**src/rtl/ifu_bpu_gen2.sv**
```systemverilog
// ifu_bpu_gen2 - second-generation IFU branch prediction unit.
//
// Sits between the IFU mini-decoder and the IFU PC adder and produces, in
// the decode cycle, the PC adder operands and the predicted-taken flag.
//   - Conditional branches: 2-bit saturating counter BHT indexed by PC
//     word bits. Strong states decide the prediction; weak states fall back
//     to the static backward-taken rule.
//   - JAL: always taken, pc + imm.
//   - JALR: always taken. The base comes from x0 (zero), the RAS top
//     (x1 with a non-empty stack), the x1 forwarding port, or a regfile
//     read through a small IDLE/RDRF state machine for any other rs1.
//   - Circular return address stack with saturating count. A flush empties
//     it by clearing the count; the write pointer is held.
//
// Ports:
//   clk, rst             clock, asynchronous active-low reset
//   pc, dec_*            decoded instruction and its PC
//   jalr_rs1_dep         pending write to the JALR rs1 (x1 or xn)
//   ir_valid_clr         IR cleared this cycle, dependency resolves
//   rf2bpu_x1/rf2bpu_rs1 x1 value / rs1 value read one cycle after request
//   upd_valid/pc/taken   branch resolution from the EXU (trains the BHT)
//   bpu_flush            pipeline flush, empties the RAS
//   bpu2rf_rs1_ena       regfile read request for the JALR rs1
//   bpu_wait             IFU stall
//   prdt_taken           predicted taken
//   prdt_pc_add_op1/op2  PC adder operands
module ifu_bpu_gen2 #(
  parameter int PC_SIZE     = 32,
  parameter int XLEN        = 32,
  parameter int RFIDX_WIDTH = 5,
  parameter int BHT_DEPTH   = 64,
  parameter int RAS_DEPTH   = 4
) (
  input  logic                   clk,
  input  logic                   rst,
  input  logic [PC_SIZE-1:0]     pc,
  input  logic                   dec_i_valid,
  input  logic                   dec_jal,
  input  logic                   dec_jalr,
  input  logic                   dec_bxx,
  input  logic [XLEN-1:0]        dec_bjp_imm,
  input  logic [RFIDX_WIDTH-1:0] dec_jalr_rs1idx,
  input  logic [RFIDX_WIDTH-1:0] dec_rdidx,
  input  logic                   jalr_rs1_dep,
  input  logic                   ir_valid_clr,
  input  logic [XLEN-1:0]        rf2bpu_x1,
  input  logic [XLEN-1:0]        rf2bpu_rs1,
  input  logic                   upd_valid,
  input  logic [PC_SIZE-1:0]     upd_pc,
  input  logic                   upd_taken,
  input  logic                   bpu_flush,
  output logic                   bpu2rf_rs1_ena,
  output logic                   bpu_wait,
  output logic                   prdt_taken,
  output logic [PC_SIZE-1:0]     prdt_pc_add_op1,
  output logic [PC_SIZE-1:0]     prdt_pc_add_op2
);

  localparam int BHT_IW = $clog2(BHT_DEPTH);
  localparam int RAS_PW = $clog2(RAS_DEPTH);
  localparam int RAS_CW = RAS_PW + 1;

  typedef enum logic {ST_IDLE, ST_RDRF} bpu_state_t;

  bpu_state_t         state_reg;
  logic [PC_SIZE-1:0] ras_mem [RAS_DEPTH];
  logic [RAS_PW-1:0]  ras_wptr_reg;
  logic [RAS_CW-1:0]  ras_cnt_reg;
  logic [1:0]         bht_cnt [BHT_DEPTH];

  // ---------------------------------------------------------------
  // Instruction classification
  // ---------------------------------------------------------------
  logic rs1_x0, rs1_x1, rs1_xn, link, ret;
  assign rs1_x0 = (dec_jalr_rs1idx == RFIDX_WIDTH'(0));
  assign rs1_x1 = (dec_jalr_rs1idx == RFIDX_WIDTH'(1));
  assign rs1_xn = ~rs1_x0 & ~rs1_x1;
  assign link   = (dec_rdidx == RFIDX_WIDTH'(1));
  assign ret    = dec_jalr & rs1_x1 & ~link;

  logic              ras_empty, ras_use;
  logic [RAS_PW-1:0] ras_top_ptr;
  logic [PC_SIZE-1:0] ras_top;
  assign ras_empty   = (ras_cnt_reg == '0);
  assign ras_top_ptr = ras_wptr_reg - RAS_PW'(1);
  assign ras_top     = ras_mem[ras_top_ptr];
  // Any JALR through x1 takes its base from the stack when one is there,
  // both for plain returns and for link-and-return (coroutine) jumps.
  assign ras_use     = dec_jalr & rs1_x1 & ~ras_empty;

  // ---------------------------------------------------------------
  // Stalls and register-read request
  // ---------------------------------------------------------------
  logic dep_pending, x1_stall, xn_req, dec_fire;
  assign dep_pending    = jalr_rs1_dep & ~ir_valid_clr;
  assign x1_stall       = dec_i_valid & dec_jalr & rs1_x1 & ~ras_use & dep_pending;
  // In RDRF the rs1 value is already on rf2bpu_rs1, so no stall there.
  assign xn_req         = (state_reg == ST_IDLE) & dec_i_valid & dec_jalr & rs1_xn;
  assign bpu2rf_rs1_ena = xn_req & ~dep_pending;
  assign bpu_wait       = x1_stall | xn_req;
  assign dec_fire       = dec_i_valid & ~bpu_wait;

  always_ff @(posedge clk or negedge rst) begin
    if (!rst) begin
      state_reg <= ST_IDLE;
    end else begin
      case (state_reg)
        ST_IDLE: if (xn_req && !dep_pending) state_reg <= ST_RDRF;
        default: state_reg <= ST_IDLE;
      endcase
    end
  end

  // ---------------------------------------------------------------
  // Branch history table: one saturating counter per entry
  // ---------------------------------------------------------------
  logic [BHT_IW-1:0] dec_idx, upd_idx;
  assign dec_idx = pc[BHT_IW+1:2];
  assign upd_idx = upd_pc[BHT_IW+1:2];

  logic unused_upd_pc_bits;
  assign unused_upd_pc_bits = ^{upd_pc[PC_SIZE-1:BHT_IW+2], upd_pc[1:0]};

  genvar gi;
  generate
    for (gi = 0; gi < BHT_DEPTH; gi++) begin : g_bht
      logic [1:0] cnt_reg;
      logic [1:0] cnt_next;
      logic       upd_hit;

      assign upd_hit = upd_valid & (upd_idx == BHT_IW'(gi));

      always_comb begin
        cnt_next = cnt_reg;
        if (upd_taken) begin
          if (cnt_reg != 2'b11) cnt_next = cnt_reg + 2'b01;
        end else begin
          if (cnt_reg != 2'b00) cnt_next = cnt_reg - 2'b01;
        end
      end

      always_ff @(posedge clk or negedge rst) begin
        if (!rst)         cnt_reg <= 2'b01;
        else if (upd_hit) cnt_reg <= cnt_next;
      end

      assign bht_cnt[gi] = cnt_reg;
    end
  endgenerate

  // ---------------------------------------------------------------
  // Return address stack
  // ---------------------------------------------------------------
  logic [PC_SIZE-1:0] pc_plus4;
  logic ras_push, ras_ovwr, ras_pop;
  assign pc_plus4 = pc + PC_SIZE'(4);
  assign ras_push = dec_fire & link & (dec_jal | (dec_jalr & ~ras_use));
  assign ras_ovwr = dec_fire & link & ras_use;
  assign ras_pop  = dec_fire & ret & ~ras_empty;

  always_ff @(posedge clk or negedge rst) begin
    if (!rst) begin
      for (int i = 0; i < RAS_DEPTH; i++) ras_mem[i] <= '0;
      ras_wptr_reg <= '0;
      ras_cnt_reg  <= '0;
    end else if (bpu_flush) begin
      ras_cnt_reg <= '0;
    end else if (ras_push) begin
      // A full stack wraps and overwrites its oldest entry.
      ras_mem[ras_wptr_reg] <= pc_plus4;
      ras_wptr_reg          <= ras_wptr_reg + RAS_PW'(1);
      if (ras_cnt_reg != RAS_CW'(RAS_DEPTH)) ras_cnt_reg <= ras_cnt_reg + RAS_CW'(1);
    end else if (ras_ovwr) begin
      ras_mem[ras_top_ptr] <= pc_plus4;
    end else if (ras_pop) begin
      ras_wptr_reg <= ras_top_ptr;
      ras_cnt_reg  <= ras_cnt_reg - RAS_CW'(1);
    end
  end

  // ---------------------------------------------------------------
  // Prediction outputs
  // ---------------------------------------------------------------
  logic [PC_SIZE-1:0] imm_ext;
  logic [1:0]         bxx_cnt;
  assign imm_ext = PC_SIZE'($signed(dec_bjp_imm));
  assign bxx_cnt = bht_cnt[dec_idx];

  always_comb begin
    prdt_taken      = 1'b0;
    prdt_pc_add_op1 = '0;
    prdt_pc_add_op2 = '0;
    if (dec_bxx) begin
      prdt_pc_add_op1 = pc;
      prdt_pc_add_op2 = imm_ext;
      if (bxx_cnt == 2'b11)      prdt_taken = 1'b1;
      else if (bxx_cnt == 2'b00) prdt_taken = 1'b0;
      else                       prdt_taken = dec_bjp_imm[XLEN-1];
    end else if (dec_jal) begin
      prdt_taken      = 1'b1;
      prdt_pc_add_op1 = pc;
      prdt_pc_add_op2 = imm_ext;
    end else if (dec_jalr) begin
      prdt_taken      = 1'b1;
      prdt_pc_add_op2 = imm_ext;
      if (rs1_x0)       prdt_pc_add_op1 = '0;
      else if (ras_use) prdt_pc_add_op1 = ras_top;
      else if (rs1_x1)  prdt_pc_add_op1 = PC_SIZE'(rf2bpu_x1);
      else              prdt_pc_add_op1 = PC_SIZE'(rf2bpu_rs1);
    end
  end

endmodule

```
**config.mk**
```make
export PLATFORM = sky130hd
export DESIGN_NAME = ifu_bpu_gen2
export DESIGN_NICKNAME = d
export VERILOG_FILES = /design/src/rtl/ifu_bpu_gen2.sv
export SDC_FILE = /design/constraint.sdc
export NUM_CORES = 1
export LEC_CHECK = 0
export BUFFER_PORTS_ARGS = -buffer_cell sky130_fd_sc_hd__buf_2
export CORE_MARGIN = 2
export CORE_UTILIZATION = 46
export DETAILED_ROUTE_END_ITERATION = 7
export PLACE_DENSITY = 0.67
export RECOVER_POWER = 100
export SYNTH_ARGS = -nofsm -noshare
export SYNTH_HDL_FRONTEND = slang
export SYNTH_SLANG_ARGS = --single-unit
```
**constraint.sdc**
```tcl
create_clock -name clk -period 7.5 [get_ports clk]
set_input_delay 2.25 -clock clk [delete_from_list [all_inputs] [get_ports clk]]
set_output_delay 2.25 -clock clk [all_outputs]
set_load 0.1 [all_outputs]
```
* After elaboration in Yosys (flattened, before gate mapping) *
Cells that the tools add are included.

cells by class
  $add $sub $neg = 133
  order comparisons = 5
  eq/ne operators = 198
  mux-type cells = 230
  bitwise logic cells = 99
  reductions and logical operators = 206

operators by type and width
  cell                                                                     count
  32-bit two-way mux                                                       13
  2-bit two-way mux                                                        197
  2-bit nonzero test                                                       130
  128-bit bitwise mux                                                      2
  128-bit two-way mux                                                      2
  3-bit AND reduction                                                      66
  6-bit == test, second input constant                                     32
  2-bit by 1-bit adder with 2-bit output, second input constant            65
  2-bit inequality test, second input constant                             65
  2-bit by 1-bit subtractor with 2-bit output, second input constant       65
  32-bit demux with 2-bit select                                           2
  2-bit by 1-bit inequality test with 1-bit output, second input constant  64
  6-bit by 5-bit == test with 1-bit output, second input constant          16
  1-bit AND                                                                84
  32-bit binary-select mux with 2-bit select                               1
  6-bit by 4-bit == test with 1-bit output, second input constant          8
  32-bit by 3-bit adder with 32-bit output, second input constant          1
  6-bit by 3-bit == test with 1-bit output, second input constant          4
  3-bit two-way mux                                                        5
  2-bit binary-select mux with 6-bit select                                1
  6-bit by 2-bit == test with 1-bit output, second input constant          2
  5-bit by 1-bit == test with 1-bit output, second input constant          2
  1-bit inverter                                                           10
  7-bit >= comparator, second input constant                               1
  20 further kinds                                                         33

storage, ports and cells
  flip-flop bits (word level) = 262
  bits of input ports = 181
  output and inout port bits = 67
  logic and storage cells = 942

* Depth between registers and ports, before layout *
Gate-level depths: netlist (run 1).

  word-level depth = 15
  depth in mapped cells = 10

* Worst setup path after synthesis (run 1) *
No wires, ideal clock.

  path kind = input-to-output
  from = input port pc[2]
  to = output port prdt_taken
  data arrival time = 5997 ps
  data required time = 5250 ps
  setup slack = -747 ps
  cell stages on the path = 9
  buffers on the path = 3
  path through = buf_4 buf_6 buf_4 mux4_2 mux2_1 a21oi_1 a2111oi_0 a2111oi_0 a211oi_1

between the ends
  cells in the longest elaborated chain, start to end = 8
  elaborated cells on any way between the ends = 9
  those cells by class = 1 x eq/ne; 6 x mux; 1 x bitwise; 1 x reduce/logical

ends and longest elaborated chain
  element                                                   RTL line  RTL
  start: declaration                                        36        input logic [PC_SIZE-1:0] pc,
  6-bit inverter with 7-bit output (implied by the code) *  187       assign bxx_cnt = bht_cnt[dec_idx];
  2-bit binary-select mux with 6-bit select *               187
  2-bit two-way mux (implied by the code) * (2 in series)   187
  2-bit logical NOT                                         197       else if (bxx_cnt == 2'b00) prdt_taken = 1'b0;
  1-bit two-way mux                                         197
  1-bit two-way mux *                                       196       if (bxx_cnt == 2'b11) prdt_taken = 1'b1;
  1-bit two-way mux *                                       193       if (dec_bxx) begin
  end: declaration                                          54        output logic prdt_taken,

Mark *: on every way between the ends. The rest lies on a longest branch, timed or not. The select of a mux whose other input is x is not followed.

* Final worst setup path (run 1) *
  from = input port dec_jalr_rs1idx[1]
  to = output port prdt_pc_add_op1[16]

between the ends
  cells in the longest elaborated chain, start to end = 8
  elaborated cells on any way between the ends = 10
  those cells by class = 1 x eq/ne; 6 x mux; 2 x bitwise; 1 x reduce/logical

ends and longest elaborated chain
  element                                   RTL line  RTL
  start: declaration                        42        input logic [RFIDX_WIDTH-1:0] dec_jalr_rs1idx,
  5-bit by 1-bit == test with 1-bit output  76        assign rs1_x1 = (dec_jalr_rs1idx == RFIDX_WIDTH'(1));
  1-bit AND (2 in series)                   89        assign ras_use = dec_jalr & rs1_x1 & ~ras_empty;
  32-bit two-way mux                        207       else if (ras_use) prdt_pc_add_op1 = ras_top;
  32-bit two-way mux *                      206       if (rs1_x0) prdt_pc_add_op1 = '0;
  32-bit two-way mux *                      203       end else if (dec_jalr) begin
  32-bit two-way mux *                      199       end else if (dec_jal) begin
  32-bit two-way mux *                      193
  end: declaration                          55        output logic [PC_SIZE-1:0] prdt_pc_add_op1,

Mark *: on every way between the ends. The rest lies on a longest branch, timed or not.

==> results of run 1 <==
synthesized netlist by cell type (4+ instances only):
cell	instances	area, µm²
a211oi_1	9	67.6
o31ai_1	49	368
dfstp_2	64	1680
a31oi_1	4	25.0
or3_1	17	106
xor2_1	7	61.3
ha_1	7	87.6
clkbuf_1	53	199
a22oi_1	4	30.0
buf_1	9	33.8
inv_1	9	33.8
mux2_1	124	1400
buf_2	11	55.1
nand3_1	20	100
and3_1	4	25.0
a22o_1	35	307
dfrtp_1	198	4950
nor2_1	259	972
or2_2	4	25.0
nand4_1	10	62.6
o21ai_0	100	500
a21oi_1	175	876
nand2_1	43	161
nor3_1	7	35.0
xnor2_1	24	210
mux4_2	65	1460
nand3b_1	54	405
and2_1	6	37.5
nor2b_1	43	269
mux2i_1	38	380
o221a_2	26	293
buf_4	11	82.6
cells by family after synthesis:
kind of cell / Yosys count / share of synthesized area
mux: 232 / 0.212
simple gates: 486 / 0.150
xor+xnor: 31 / 0.0173
fa+ha+maj: 7 / 0.00558
buf+inv: 95 / 0.0272
flops: 262 / 0.423
compound gates: 416 / 0.165
layer usage:
metal  global-route usage  vias to the layer above
li1                     -                     6073
met1                0.307                     6525
met2                0.409                      349
met3               0.0387                       73
met4               0.0661                        0
met5                    0                        -
how the worst min path moves through the flow:
stage	start	endpoint	slack, ns	cells after the start
3_5_place_dp	ras_mem[81]	ras_mem[81]	0.47	1
5_1_grt	ras_mem[80]	ras_mem[80]	0.49	1
3_3_place_gp	ras_mem[70]	ras_mem[70]	0.46	1
6_report	ras_mem[109]	ras_mem[109]	0.48	1
4_1_cts	ras_mem[81]	ras_mem[81]	0.48	1
2_1_floorplan	ras_mem[64]	ras_mem[64]	0.45	1
metrics by stage:
stage	std cells	util	hold slack, ns	area, µm²
2_1_floorplan	1529	-	0.452	15700
3_3_place_gp	2133	0.514	0.462	17200
3_5_place_dp	2133	0.514	0.469	17200
4_1_cts	2189	0.545	0.482	18300
5_1_grt	2190	0.542	0.487	18200
6_report	2192	0.542	0.480	18200
placed cells by master (no fill, tap or decap), types with 4 or more instances in the layout:
cell type  Yosys  final
clkinv_2       0      4
or3_1         17     17
clkbuf_1      53     24
a21oi_1      175    175
nor2b_1       43     43
ha_1           7      7
mux2i_1       38     40
clkbuf_2       0     47
nand3b_1      54     54
nand4_1       10     10
a22oi_1        4      4
mux2_1       124    125
o31ai_1       49     49
nor3_1         7      7
dfstp_2       64     64
mux4_2        65     65
clkbuf_8       0     10
buf_2         11    159
and2_1         6      5
a22o_1        35     35
nor2_1       259    261
xor2_1         7      7
xnor2_1       24     24
inv_1          9      9
clkbuf_16      0     30
o221a_2       26     26
a31oi_1        4      4
buf_4         11     16
dfrtp_1      198    197
a211oi_1       9      7
nand2_1       43     44
o21ai_0      100    100
and3_1         4      4
nand3_1       20     20
area by class of cell:
cell class              instances  area share
inverters                       9     0.00186
repair buffers                242      0.0704
clock buffers                  48      0.0506
diodes                          3    0.000413
flip-flops and latches        262       0.365
well taps                     448      0.0309
multi-input cells            1172       0.474
clock inverters                 8     0.00648
report_power, final:
group	internal (W)	switching, W
registers	0.00152	0.0000870
clock network	0.000906	0.000606
logic	0.000247	0.000495
==> out/qor.yml, run 1 <==
drt-wirelength-per-cell_um: 19.5
library_cell_contributing_the_largest_single_delay_on_the_critical_path: "nand2_1"
synth.lib_cells_used.distinct: 57
htree_levels: 1
cp.depth: 9
max-slew-margin-rel: -1.21
setup.worst_path.end_class: "output port"
port-buffer-count: 221
globalplace.congestion: 0.807
final.setup.worst_slack_ns: 0.238
cts-resized-gates: 0
hold_path.class: "reg -> reg"
cts_num_sinks: 262
numCtsBuffers: 30
cp_data_arrival_time_ns: 5.01
final_layout_size_suffix_gt1_frac: 0.253
cp-start-kind: "input port"
drv_cap: 9
count_of_flip_flops_with_a_built_in_enable_after_synthesis: 0
synth-async-reset-ratio: 1.00
antenna_found_initial: 2
drcViolationCount: 0
start_util: 0.468
worst_setup_path_endpoint: "prdt_pc_add_op1[16]"
summed_negative_setup_slack_over_all_endpoints_ns: 0
pre_cts_setup_slack_ns: 0.330
vdd_ir_drop_max_mv: 0.179
synthesis.area_um2: 15700
seq_area_frac_synth: 0.423
ctsHoldBuffers: 0
syn_area_per_cell_um2: 10.3
first_pass_iteration_count_of_the_detailed_router: 5
register_area_um2: 6640
dr_wl_met2_um: 20900
multi_input_comb_area_um2: 8610
setup_repair_after_global_routing_missed_its_margin: "false"
most_frequent_cp_cell: "clkbuf_1"
clock-skew-final_ns: 0.0147
timing.final.max_slew_violations: 535
critical_path.max_stage_delay_ns: 0.67
m1WireLength_um: 18200
reg2reg_depth: 6
violations: "capacitance limit, slew limit"
maxClockFrequency_ghz: 0.138
grt_max_degree: 135
dp_hpwl_um: 28700
core-area_um2: 33500
avgViaCountPerCell: 5.94
ff2ff_setup_slack_ns: 2.52
power-per-cell-area_nw_per_um2: 212
run_status: "finished with violations"
area_growth_syn_to_layout_pct: 15.8
cts.clk_slew.worst_paths_ns: 0.06
num_rows: 67
clock-root-buffer: "clkbuf_16"
critical_path.startpoint: "dec_jalr_rs1idx[1]"
worst_path_top_cell_family_by_delay: "buffers and inverters"
number_of_global_route_vias_before_repair: 12800
num-fill-cells: 2975
grt-ovfl-total: 0
postSynthRegisterBits: 262
crit_required_ns: 5.25
drt_iter0_drc: 926
rr_startpoint: "ras_cnt_reg[1]"
met3_length_um: 2470
fin_nets: 1905
drt_wl_total_um: 42600
critical_path.cell_chain: "clkbuf_1 > nor4_4 > clkbuf_1 > nand2_1 > buf_4 > mux2i_1 > a21oi_1 > a22o_1 > clkbuf_2"
critical_path.max_fanout: 15
grt.total_usage: 0.236
total_power_w: 0.00386
final_worst_path_cycle_share: 0.968
post_cts_buffers: 0
route.antenna.remaining_nets: 0
p_leak_nw: 8.00
clk_latency_ns: 0.58
cp_num_buf_inv: 4
period_minus_slack_ns: 7.26
dr.max_layer_used: "met4"
syn_inst: 1529
ios: 248
dieArea_um2: 35600
synth.yosys.warnings: 0
floorplan.die.height_um: 189
destination_of_the_worst_register_to_register_timing_path: "ras_mem[90]"
cts_max_path_buffers: 3
routed-via-count: 13000
report.final.setup_viol: 0
cts_tree: "yes"
worstMarginPinSlew_ns: 3.32
synth_flop_cell: "dfrtp_1"
wire_length_of_the_first_global_routing_pass_um: 67700
timing.setup.critical_path_class: "in -> out"
syn_nets: 1717
hold_violations: 0
die-width_um: 189
No activity file was read; power rests on OpenSTA's default activity.
==> run 2, diff against run 1 <==
REMOVE_ABC_BUFFERS = 1   (was not set)
==> run 2 against run 1 <==
The flow still finishes with violations (capacitance limit, slew limit). First-iteration DRC count down 25%. Global-route usage down 1.2 points. Sequential power about the same. Critical path depth down 1. Sequential share of layout area down 0.053 points. Largest power group unchanged. Core utilization up 0.078 points. Flip-flop and latch count unchanged. Combinational power up 2%. Critical path type unchanged. Fmax up 0.50%.
==> out/qor.yml, run 2 (synthesis results as in run 1) <==
period_minus_slack_ns: 7.23
cts_max_path_buffers: 3
globalplace.congestion: 0.781
floorplan.die.height_um: 189
timing.final.max_slew_violations: 465
drt_wl_total_um: 40900
fin_nets: 1907
rr_startpoint: "ras_cnt_reg[1]"
critical_path.startpoint: "dec_jalr_rs1idx[4]"
ctsHoldBuffers: 0
drt-wirelength-per-cell_um: 18.7
maxClockFrequency_ghz: 0.138
grt.total_usage: 0.225
routed-via-count: 12800
hold_violations: 0
finalCoreUtilization: 0.542
instances_no_fill: 2192
cts-resized-gates: 0
die-width_um: 189
route.antenna.remaining_nets: 0
post_cts_buffers: 0
placed_cells_incl_taps: 2135
vdd_ir_drop_max_mv: 0.165
violations: "capacitance limit, slew limit"
core-area_um2: 33500
setup_repair_after_global_routing_missed_its_margin: "false"
worstMarginPinSlew_ns: 3.25
final_layout_size_suffix_gt1_frac: 0.257
hold-worst-slack_ns: 0.480
drcViolationCount: 0
start_util: 0.468
dieArea_um2: 35600
critical_path.max_fanout: 18
clock-root-buffer: "clkbuf_16"
cts_tree: "yes"
number_of_global_route_vias_before_repair: 12400
most_common_cell_after_layout_fill_and_taps_aside: "nor2_1"
cts_num_sinks: 262
first_pass_iteration_count_of_the_detailed_router: 5
wire_length_of_the_first_global_routing_pass_um: 64800
numCtsBuffers: 30
htree_levels: 1
num_rows: 67
drv_cap: 11
power-per-cell-area_nw_per_um2: 208
port-buffer-count: 221
total_power_w: 0.00378
clock-skew-final_ns: 0.0214
cp-start-kind: "input port"
dp_hpwl_um: 27400
final_worst_path_cycle_share: 0.963
min-delay-start: "ras_mem[65]"
drt_iter0_drc: 697
area_growth_syn_to_layout_pct: 16.0
cts.clk_slew.worst_paths_ns: 0.06
grt-ovfl-total: 0
layout.cells.most_common_list: "nor2_1 (259), dfrtp_1 (197), a21oi_1 (175), buf_2 (159), mux2_1 (125)"
setup.worst_path.end_class: "output port"
crit_required_ns: 5.25
hold_path.class: "reg -> reg"
run_status: "finished with violations"
max-slew-margin-rel: -1.17
p_leak_nw: 8.00
report.final.setup_viol: 0
avgViaCountPerCell: 5.85
grt_max_degree: 101
antenna_found_initial: 0
clk_latency_ns: 0.56
timing.setup.critical_path_class: "in -> out"
cp_data_arrival_time_ns: 4.98
ios: 248
[run 2: cell count changes in the layout (fill, tap and decap cells not counted), moves of 2 or more]
cell | before | now
clkbuf_4 | 1 | 6
buf_12 | 3 | 8
bufinv_16 | 2 | 0
nor2_1 | 261 | 259
nor2_2 | 1 | 3
buf_4 | 16 | 12
clkbuf_1 | 24 | 20
[run 2: path summary, 6_finish.rpt]
path | slack (ns) | cells after the start | endpoint
worst min-delay path | 0.48 | 1 | ras_mem[65]
worst max register to register | 2.36 | 6 | ras_mem[95]
worst min register to register | 0.48 | 1 | ras_mem[65]
min in group asynchronous | 1.72 | 1 | ras_mem[97]
worst max-delay path | 0.27 | 8 | prdt_pc_add_op1[3]
max in group asynchronous | 2.17 | 2 | g_bht[42].cnt_reg[1]
[run 2: power by group]
part	internal, W	leakage, nW	total [W]	switching (W)
registers	0.00152	3.16	0.00160	0.0000862
logic	0.000263	4.38	0.000754	0.000491
clock network	0.000826	0.468	0.00142	0.000593
total	0.00261	8.00	0.00378	0.00117
[run 2: final cells by class]
| cell class | instances | area (µm²) |
|---|---|---|
| timing repair buffer | 244 | 1380 |
| clock inverter | 7 | 55.1 |
| clock buffer | 48 | 908 |
| inverter | 9 | 33.8 |
| tap | 448 | 561 |
| sequential | 262 | 6640 |
| antenna | 2 | 5.00 |
| fill | 3046 | 15300 |
| multi-input combinational | 1172 | 8610 |
[run 2: through the flow]
| stage | cell area [µm²] | TNS, ns | setup WS (ns) |
|---|---|---|---|
| after floorplan | 15300 | -11.44 | -0.349 |
| after global placement | 17400 | 0 | 0.458 |
| after detailed placement | 17400 | 0 | 0.424 |
| after CTS | 18400 | 0 | 0.430 |
| after global routing | 18200 | 0 | 0.132 |
| final | 18200 | 0 | 0.274 |
[run 2: critical path, stage by stage]
cell	delay, ns
buf_2	0.10
nor4_1	0.26
clkbuf_1	0.35
nand2_1	0.69
mux2i_1	0.52
a21oi_1	0.12
a22o_1	0.28
clkbuf_2	0.39
[run 2: per-layer routing]
| layer | up-vias | global-route usage | share of wire |
|---|---|---|---|
| li1 | 6074 | - | - |
| met5 | - | 0 | 0 |
| met3 | 69 | 0.0278 | 0.050 |
| met2 | 354 | 0.383 | 0.48 |
| met4 | 0 | 0.0667 | 0.026 |
| met1 | 6327 | 0.301 | 0.44 |
